<file path="config.mk">
export PLATFORM = sky130hd
export DESIGN_NAME = x_mc_sync_fifo
export DESIGN_NICKNAME = d
export VERILOG_FILES = /design/src/rtl/x_fifo_pkg.sv /design/src/rtl/x_mc_fifo_chctl.sv /design/src/rtl/x_mc_sync_fifo.sv
export SDC_FILE = /design/constraint.sdc
export NUM_CORES = 1
export LEC_CHECK = 0
export CORE_MARGIN = 2
export CORE_UTILIZATION = 40
export DETAILED_ROUTE_END_ITERATION = 6
export GPL_TIMING_DRIVEN = 0
export PLACE_DENSITY_LB_ADDON = 0.08
export SYNTH_ARGS = -nofsm -noshare
export SYNTH_HDL_FRONTEND = slang
export SYNTH_HIERARCHICAL = 1
export SYNTH_SLANG_ARGS = --single-unit
</file>
<file path="constraint.sdc">
create_clock -name clk -period 3 [get_ports clk]
set_clock_uncertainty 0.05 [all_clocks]
set_input_delay 0.3 -clock clk [delete_from_list [all_inputs] [get_ports clk]]
set_output_delay 0.3 -clock clk [all_outputs]
set_load 0.02 [all_outputs]
</file>
<file path="src/rtl/x_fifo_pkg.sv">
// Shared helpers and types for the multi-channel FIFO: safe clog2,
// level threshold compare, and the per-channel status record.
package x_fifo_pkg;

  function automatic int safe_clog2(input int n);
    return (n < 2) ? 1 : $clog2(n);
  endfunction

  // ge=1: lvl >= thr (almost-full); ge=0: lvl <= thr (almost-empty)
  function automatic logic lvl_cmp(input int lvl, input int thr, input logic ge);
    return ge ? (lvl >= thr) : (lvl <= thr);
  endfunction

  typedef struct packed {
    logic full_n;
    logic empty_n;
    logic afull;
    logic aempty;
    logic ovf;
    logic udf;
  } ch_flags_t;

endpackage

</file>
<file path="src/rtl/x_mc_fifo_chctl.sv">
// Per-channel control: read/write pointers, fill level, status flags and
// sticky overflow/underflow. Flags decode only from registered pointers.
module x_mc_fifo_chctl
  import x_fifo_pkg::*;
#(
  parameter int DEPTH  = 4,
  parameter int AF_LVL = DEPTH - 1,
  parameter int AE_LVL = 1,
  parameter int AW     = safe_clog2(DEPTH),
  parameter int LW     = AW + 1
) (
  input  logic          clk,
  input  logic          rstn,
  input  logic          wr_req,
  input  logic          rd_req,
  input  logic          clr_err,
  output logic          wr_ok,
  output logic          rd_ok,
  output logic [AW-1:0] wlo,
  output logic [AW-1:0] rlo,
  output logic [LW-1:0] level,
  output ch_flags_t     st
);

  logic [LW-1:0] wptr_q, wptr_d, rptr_q, rptr_d;
  logic          ovf_q, ovf_d, udf_q, udf_d;
  logic          full, empty;

  assign level = wptr_q - rptr_q;
  assign full  = (level == LW'(DEPTH));
  assign empty = (level == '0);
  assign wlo   = wptr_q[AW-1:0];
  assign rlo   = rptr_q[AW-1:0];

  // Acceptance uses last-edge state, so a full channel rejects a write even
  // when a read frees a slot in the same cycle (and vice versa for empty).
  assign wr_ok = wr_req & ~full;
  assign rd_ok = rd_req & ~empty;

  always_comb begin
    wptr_d = wptr_q + LW'(wr_ok);
    rptr_d = rptr_q + LW'(rd_ok);
    ovf_d  = clr_err ? 1'b0 : (ovf_q | (wr_req & full));
    udf_d  = clr_err ? 1'b0 : (udf_q | (rd_req & empty));
  end

  always_ff @(posedge clk or negedge rstn) begin
    if (!rstn) begin
      wptr_q <= '0;
      rptr_q <= '0;
      ovf_q  <= 1'b0;
      udf_q  <= 1'b0;
    end else begin
      wptr_q <= wptr_d;
      rptr_q <= rptr_d;
      ovf_q  <= ovf_d;
      udf_q  <= udf_d;
    end
  end

  always_comb begin
    st         = '0;
    st.full_n  = ~full;
    st.empty_n = ~empty;
    st.afull   = lvl_cmp(int'(level), AF_LVL, 1'b1);
    st.aempty  = lvl_cmp(int'(level), AE_LVL, 1'b0);
    st.ovf     = ovf_q;
    st.udf     = udf_q;
  end

endmodule

</file>
<file path="src/rtl/x_mc_sync_fifo.sv">
// Multi-channel single-clock FIFO: NCH logical queues sharing one storage
// array addressed {ch,ptr}, with a registered read-data stage.
module x_mc_sync_fifo
  import x_fifo_pkg::*;
#(
  parameter int NCH    = 4,
  parameter int DEPTH  = 4,
  parameter int DW     = 8,
  parameter int AF_LVL = DEPTH - 1,
  parameter int AE_LVL = 1,
  parameter int CW     = safe_clog2(NCH),
  parameter int AW     = safe_clog2(DEPTH),
  parameter int LW     = AW + 1
) (
  input  logic              clk,
  input  logic              rstn,
  input  logic              we,
  input  logic [CW-1:0]     wch,
  input  logic [DW-1:0]     din,
  input  logic              re,
  input  logic [CW-1:0]     rch,
  output logic [DW-1:0]     dout,
  output logic              rvalid,
  output logic [CW-1:0]     rvch,
  output logic [NCH-1:0]    full_n,
  output logic [NCH-1:0]    empty_n,
  output logic [NCH-1:0]    afull,
  output logic [NCH-1:0]    aempty,
  output logic [NCH*LW-1:0] level,
  output logic [NCH-1:0]    ovf,
  output logic [NCH-1:0]    udf,
  input  logic              clr_err
);

  logic [NCH-1:0]         wr_ok, rd_ok;
  logic [NCH-1:0][AW-1:0] wlo, rlo;
  ch_flags_t              st [NCH];

  for (genvar c = 0; c < NCH; c++) begin : g_ch
    x_mc_fifo_chctl #(
      .DEPTH (DEPTH), .AF_LVL(AF_LVL), .AE_LVL(AE_LVL), .AW(AW), .LW(LW)
    ) u_chctl (
      .clk    (clk),
      .rstn   (rstn),
      .wr_req (we & (wch == CW'(c))),
      .rd_req (re & (rch == CW'(c))),
      .clr_err(clr_err),
      .wr_ok  (wr_ok[c]),
      .rd_ok  (rd_ok[c]),
      .wlo    (wlo[c]),
      .rlo    (rlo[c]),
      .level  (level[c*LW +: LW]),
      .st     (st[c])
    );
    assign full_n[c]  = st[c].full_n;
    assign empty_n[c] = st[c].empty_n;
    assign afull[c]   = st[c].afull;
    assign aempty[c]  = st[c].aempty;
    assign ovf[c]     = st[c].ovf;
    assign udf[c]     = st[c].udf;
  end

  // Shared storage; no reset needed since empty channels are never read.
  logic [DW-1:0]    mem_q [NCH*DEPTH];
  logic [CW+AW-1:0] waddr, raddr;

  assign waddr = {wch, wlo[wch]};
  assign raddr = {rch, rlo[rch]};

  always_ff @(posedge clk) begin
    if (|wr_ok) mem_q[waddr] <= din;
  end

  logic [DW-1:0] dout_q, dout_d;
  logic [CW-1:0] rvch_q, rvch_d;
  logic          rvalid_q, rvalid_d;

  always_comb begin
    dout_d   = dout_q;
    rvch_d   = rvch_q;
    rvalid_d = |rd_ok;
    if (|rd_ok) begin
      dout_d = mem_q[raddr];
      rvch_d = rch;
    end
  end

  always_ff @(posedge clk or negedge rstn) begin
    if (!rstn) begin
      dout_q   <= '0;
      rvch_q   <= '0;
      rvalid_q <= 1'b0;
    end else begin
      dout_q   <= dout_d;
      rvch_q   <= rvch_d;
      rvalid_q <= rvalid_d;
    end
  end

  assign dout   = dout_q;
  assign rvch   = rvch_q;
  assign rvalid = rvalid_q;

endmodule

</file>
==> reports/qor.txt, run 1 <==
vias - 4248
die height - 143 um
Fin. Hold Viols - 0
Top Ports - 64
EDFF count, synth - 128
critical path required time - 3.10 ns
vias in the first global route - 4396
die area - 20400 um2
dominant synthesized flop cell - edfxtp_1
Post-DP HPWL - 11.6 mm
critical path capture point type - register
Synthesized Nets - 550
Root Driver - clkbuf_16
CTS clk-pin slew, worst paths - 0.07 ns
Compound-Gate Fraction of Synth Area - 6.51%
final slew viol count - 0
Total Wirelength - 16.9 mm
starting density of the core - 40.9%
setup TNS - 0 ns
storage element area - 4920 um2
Cell Area, Placed - 8630 um2
status - finished, final reports clean
Clk Latency, worst-skew pair - 0.42 ns
drt drc - 0
Util after Layout - 50.0%
area delta synth->final - 22.2%
asr flop ratio synth - 25.1%
TritonCTS Sinks - 171
r2r setup slk - 0.08 ns
P_leak - 0.00359 uW
Tot GR Track Use - 17.7%
Adder-Cell Fraction of Synth Area - 4.29%
Tightest Pin Transition - 0.725 ns
Mean Syn Cell Area - 15.1 um2
Worst Reg-to-Reg Cells - 8
combinational family with the most area after synthesis - multiplexers
hold crit path type - input pin to register
crit-path cells - inv_1, ha_1, fa_1, nand2_1, o21a_1, nor4_4, or3_1, nor2_4
Worst Hold Launch - rch[0]
die outline width - 143 um
post-DR vias/cell - 4.92
initial antenna violation count - 0
layout cells sized above 1 - 25.4%
clk buf depth - 2
Distinct cells, synth - 48
Synth Register Bits - 171
final setup fails - 0
PortBufs - 59
Core Rows - 50
CP peak stage delay - 0.61 ns
Post-DRT Antenna Nets - 0
routed length per instance - 19.6 um
Max VDD drop - 627 uV
H-tree Lvls - 4
post-synthesis xor/xnor area fraction - 2.14%
Max Freq - 0.343 GHz
worst-path fanout max - 8
Synth Cell Area - 7700 um2
GRT Residual Overflow - 0
Synth Area in Simple Gates - 6.01%
multi-input logic area - 2480 um2
register area share after synthesis - 63.9%
# fillers - 1595
reg-to-reg startpoint - g_ch[1].u_chctl/wptr_q[0]
Post-Syn Instances - 509
CP arrival - 3.02 ns
Pre-Repair DR Iteration Count - 6
worst hold margin - 0.106 ns
largest net degree at the start of global routing - 33
core area - 18800 um2
CP Launch Type - register
critical path class - register to register
max_slew headroom - 51.5%
mux cell area share after synthesis - 11.4%
CP max stage cell - fa_1
Tcrit/Tclk final - 97.2%
total CTS buffers - 17
unrepaired setup endpoints after global routing - yes
TritonCTS clock tree - done
hold depth - 3
Synthesis Warnings - 6
Iter 0 DRT Violations - 203
Final Cell Area - 9410 um2
pwr/cell area - 1150 nW/um2
Max-Cap Viols - 0
routability cong. - 0.763
Crit Reg-Reg Endpoint - mem_q[1][3]
first-pass GRT wire length - 26.0 mm
end of the critical path - mem_q[1][3]
Final #Nets - 631
crit path time final - 2.92 ns
worst setup path startpoint - g_ch[1].u_chctl/wptr_q[0]
==> worst min-delay path by stage <==
stage | end | slack [ns]
final | rvch[0] | 0.11
after detailed placement | g_ch[1].u_chctl/ovf_q | 0.17
after global placement | g_ch[2].u_chctl/rptr_q[2] | 0.41
after floorplan | dout[0] | -0.05
after global routing | rvch[0] | 0.11
after CTS | rvch[0] | 0.09
==> metrics by stage <==
stage                     power (uW)  setup slack [ns]  std cells
after detailed placement        8500            -0.359        829
after global placement          8420            -0.315        828
after global routing           11400           -0.0705        863
after floorplan                 6460             0.387        509
final                          10800            0.0842        864
after CTS                      10800           -0.0416        863
==> metal layers <==
metal,GRT usage (%),wire [um],vias to the layer above
met5,0,0,-
met3,3.12,440,12
met2,29.5,8430,55
met4,5.47,189,0
met1,23.6,7840,2150
li1,-,-,2031
==> kinds of logic after synthesis <==
kind of cell / Yosys count
XOR/XNOR: 12
buffers and inverters: 72
AO/OA/AOI/OAI: 70
AND/OR/NAND/NOR: 94
flip-flops: 171
multiplexers: 66
adder cells (fa/ha/maj): 24
==> critical path: cells and delay by family, from the launching register on <==
kind | cells | cell delay, ns
adder cells (fa/ha/maj) | 2 | 0.81
buffers and inverters | 1 | 0.05
AO/OA/AOI/OAI | 1 | 0.26
AND/OR/NAND/NOR | 4 | 1.10
flip-flops | 1 | 0.38
==> cells in the final DEF (no fill, tap or decap), types with 6 or more instances in the layout <==
master	instances
ha_1	20
nand3_1	9
a21oi_1	13
mux4_2	11
edfxtp_1	128
buf_4	27
mux2_2	9
a31oi_1	7
nand2b_1	10
xor2_1	8
nor2_4	7
nor2_2	9
o21ai_1	8
clkbuf_16	17
clkdlybuf4s50_1	57
mux2_4	8
dfrtp_1	43
nand2_1	19
o21ai_0	12
a211oi_2	6
o211ai_1	6
inv_1	26
nor2_1	22
mux2i_1	36
==> state kept, by name, summed over array words and instances, names as in the netlist <==
signal and count:
g_ch.u_chctl/udf_q 4, mem_q 128, g_ch.u_chctl/rptr_q 12, rvch 2
dout 8, g_ch.u_chctl/wptr_q 12, rvalid 1, g_ch.u_chctl/ovf_q 4
==> what timing repair did <==
action,in CTS,in global routing
setup buffers,1,0
hold buffers,1,0
endpoints found under the setup margin,137,129
endpoints found under the hold margin,11,0
gates resized for setup,14,25
pin swaps,1,3
==> report_power, final <==
part / internal (uW) / switching, uW / leakage [uW]
Sequential: 2930 / 216 / 0.00168
Combinational: 2420 / 2980 / 0.00162
Clock: 1300 / 949 / 0.000292
Total: 6640 / 4150 / 0.00359
==> synthesized netlist by cell type, drive strengths merged (9+ instances only) <==
cell type / number / area, um2
a21oi: 13 / 65.1
a31oi: 11 / 68.8
buf: 34 / 275
dfrtp: 43 / 1080
edfxtp: 128 / 3840
ha: 20 / 250
inv: 30 / 113
mux2: 17 / 221
mux2i: 38 / 405
mux4: 11 / 248
nand2: 21 / 81.3
nand2b: 10 / 62.6
nand3: 9 / 45.0
nor2: 38 / 143
o21ai: 20 / 100
==> area by class of cell <==
| type | instances | share of cell area, % |
|---|---|---|
| timing repair buffer | 62 | 6.65 |
| clock buffer | 20 | 4.85 |
| sequential | 171 | 52.3 |
| inverter | 30 | 1.20 |
| buffer | 42 | 3.58 |
| clock inverter | 12 | 1.60 |
| antenna | 1 | 0.0266 |
| multi-input combinational | 266 | 26.4 |
| tap | 260 | 3.46 |
(Power assumes the default switching activity.)
==> run 2, diff against run 1 <==
--- a/config.mk
+++ b/config.mk
@@ -10,6 +10,8 @@
 export DETAILED_ROUTE_END_ITERATION = 6
 export GPL_TIMING_DRIVEN = 0
 export PLACE_DENSITY_LB_ADDON = 0.08
+export REMOVE_ABC_BUFFERS = 1
+export SKIP_CTS_REPAIR_TIMING = 1
 export SYNTH_ARGS = -nofsm -noshare
 export SYNTH_HDL_FRONTEND = slang
 export SYNTH_HIERARCHICAL = 1
==> run 2 against run 1 <==
Against the previous run: cell count fell by 3.2%; via count fell by 1.2%; clock power barely moved; combinational power fell by 4%; critical path depth rose by 2; largest cell class unchanged.
==> reports/qor.txt, run 2 (synthesis results as in run 1) <==
total buffers and inverters traversed by the critical path - 2 (+1)
Tot GR Track Use - 17.2% (-0.45 points)
die height - 143 um (unchanged)
Top Ports - 64 (unchanged)
storage element area - 4920 um2 (+0.10%)
Root Driver - clkbuf_16
crit path time final - 2.91 ns (-0.00457 ns)
clk buf depth - 2 (unchanged)
drt drc - 0 (unchanged)
core area - 18800 um2 (unchanged)
Worst Reg-to-Reg Cells - 10 (+2)
Power Total - 10700 uW (-0.43%)
pwr/cell area - 1150 nW/um2 (+0.55%)
P_leak - 0.00352 uW (-2.2%)
GRT Residual Overflow - 0 (unchanged)
Regs by FF count - mem_q (128), g_ch.u_chctl/rptr_q (12), g_ch.u_chctl/wptr_q (12)
Tightest Pin Transition - 0.884 ns (+0.159 ns)
die outline width - 143 um (unchanged)
CTS clk-pin slew, worst paths - 0.07 ns (about the same)
TritonCTS clock tree - done
Pre-Repair DR Iteration Count - 4 (-2)
post-DR vias/cell - 5.02 (+2.2%)
Antenna diodes - 0 (-1)
critical path capture point type - register
most common cell after layout, fill and taps aside - edfxtp_1
Clk Latency, worst-skew pair - 0.42 ns (about the same)
Max-Cap Viols - 0 (unchanged)
routed length per instance - 20.1 um (+2.8%)
Core Rows - 50 (unchanged)
largest net degree at the start of global routing - 39 (+18%)
critical path class - register to register
worst-path fanout max - 9 (+1)
status - finished, final reports clean
die area - 20400 um2 (unchanged)
setup slack at placement - -1.36 ns (-0.997 ns)
CP peak stage delay - 0.46 ns (-0.15 ns)
critical path required time - 3.24 ns (+0.14 ns)
Crit Reg-Reg Endpoint - dout[3]
Max Freq - 0.343 GHz (+0.16%)
multi-input logic area - 2550 um2 (+2.6%)
post-route setup slack - 0.0888 ns (+0.00457 ns)
final slew viol count - 0 (unchanged)
CP max stage cell - dfrtp_1
Post-DRT Antenna Nets - 0 (unchanged)
layout cells sized above 1 - 22.9% (-2.5 points)
r2r setup slk - 0.09 ns (about the same)
final setup fails - 0 (unchanged)
Tcrit/Tclk final - 97.0% (-0.15 points)
Post-DP HPWL - 11.0 mm (-5.5%)
number of flip-flops in the largest register - 128 (unchanged)
unrepaired setup endpoints after global routing - no
Fin. Hold Viols - 0 (unchanged)
hold crit path type - input pin to asynchronous set/reset pin
initial antenna violation count - 0 (unchanged)
largest delay contributor family on the critical path - compound AO/OA/AOI/OAI gates
setup TNS - 0 ns (unchanged)
vias - 4199 (-1.2%)
Total Wirelength - 16.8 mm (-0.55%)
crit-path cells - ha_1, fa_1, xnor3_2, a31oi_2, nor4_4, clkinvlp_4, buf_4, o21ai_0, a211oi_2, a31oi_1
reg-to-reg startpoint - g_ch[2].u_chctl/rptr_q[0]
first-pass GRT wire length - 25.2 mm (-3.2%)
routability cong. - 0.751 (-1.7%)
vias in the first global route - 4252 (-3.3%)
max_slew headroom - 39.8% (-12 points)
CP Launch Type - register
DP Cell Count - 791 (-4.6%)
Iter 0 DRT Violations - 234 (+15%)
starting density of the core - 40.9% (unchanged)
Max VDD drop - 559 uV (-11%)
CP arrival - 3.15 ns (+0.13 ns)
most frequent cells in the layout - edfxtp_1 (128), clkdlybuf4s50_1 (55), dfrtp_1 (41)
Top reg by flops - mem_q
# fillers - 1596 (+0.063%)
Non-Filler Instances - 836 (-3.2%)
Util after Layout - 49.5% (-0.49 points)
TritonCTS Sinks - 171 (unchanged)
area delta synth->final - 21.0%
total CTS buffers - 17 (unchanged)
PortBufs - 63 (+6.8%)
H-tree Lvls - 4 (unchanged)
Final #Nets - 604 (-4.3%)
[run 2: cell types whose count changed in the layout (fill, tap and decap cells not counted), sizes merged]
cell           change
diode              -1
clkinvlp           -1
inv                -2
clkinv             +1
dlymetal6s2s       +6
clkdlybuf4s50      -2
bufinv             -1
buf               -23
clkbuf             -5
[run 2: area by class of cell]
| type | count | share of cell area, % |
|---|---|---|
| clock buffers | 23 | 5.81 |
| clock inverters | 9 | 0.953 |
| inverters | 30 | 1.25 |
| multi-input cells | 266 | 27.3 |
| flip-flops and latches | 171 | 52.8 |
| well taps | 260 | 3.49 |
| repair buffers | 77 | 8.32 |
[run 2: per-layer routing]
layer | wire, um | part of all wire, % | GRT usage (%) | up-vias
met5 | 0 | 0 | 0 | -
met4 | 267 | 1.6 | 6.62 | 0
met3 | 800 | 4.8 | 3.12 | 14
met2 | 8030 | 48 | 26.2 | 81
met1 | 7700 | 46 | 24.6 | 2126
li1 | - | - | - | 1978
[run 2: how the worst max path moves through the flow]
stage	slack, ns	endpoint	cells after the start	from
detailed placement	-1.36	dout[3]	10	rch[1]
finish	0.09	dout[3]	10	g_ch[2].u_chctl/rptr_q[0]
floorplan	0.1	mem_q[3][0]	7	g_ch[1].u_chctl/rptr_q[0]
global placement	-1.34	dout[3]	10	rch[1]
global route	0.008	dout[3]	10	g_ch[2].u_chctl/rptr_q[0]
CTS	-1.17	dout[3]	9	g_ch[1].u_chctl/rptr_q[0]
[run 2: worst register-to-register path: cells and delay by family (launching register included)]
family | cells | cell delay [ns]
AOI/OAI and AO/OA | 4 | 1.01
buffers and inverters | 2 | 0.22
adders and majority gates | 2 | 0.61
DFF | 1 | 0.46
and+or+nand+nor | 1 | 0.11
xor gates and xnor gates | 1 | 0.31
[run 2: per-stage QoR]
stage / instance area, um2 / hold slack [ns]
2_1_floorplan: 7370 / -0.0456
3_3_place_gp: 8320 / 0.407
3_5_place_dp: 8340 / 0.158
4_1_cts: 8970 / -0.302
5_1_grt: 9320 / 0.263
6_report: 9320 / 0.240
[run 2: power by group]
| group | leakage, uW | switching [uW] | internal, uW |
|---|---|---|---|
| sequential | 0.00168 | 318 | 2930 |
| clock | 0.000317 | 911 | 1370 |
| combinational | 0.00152 | 2930 | 2280 |
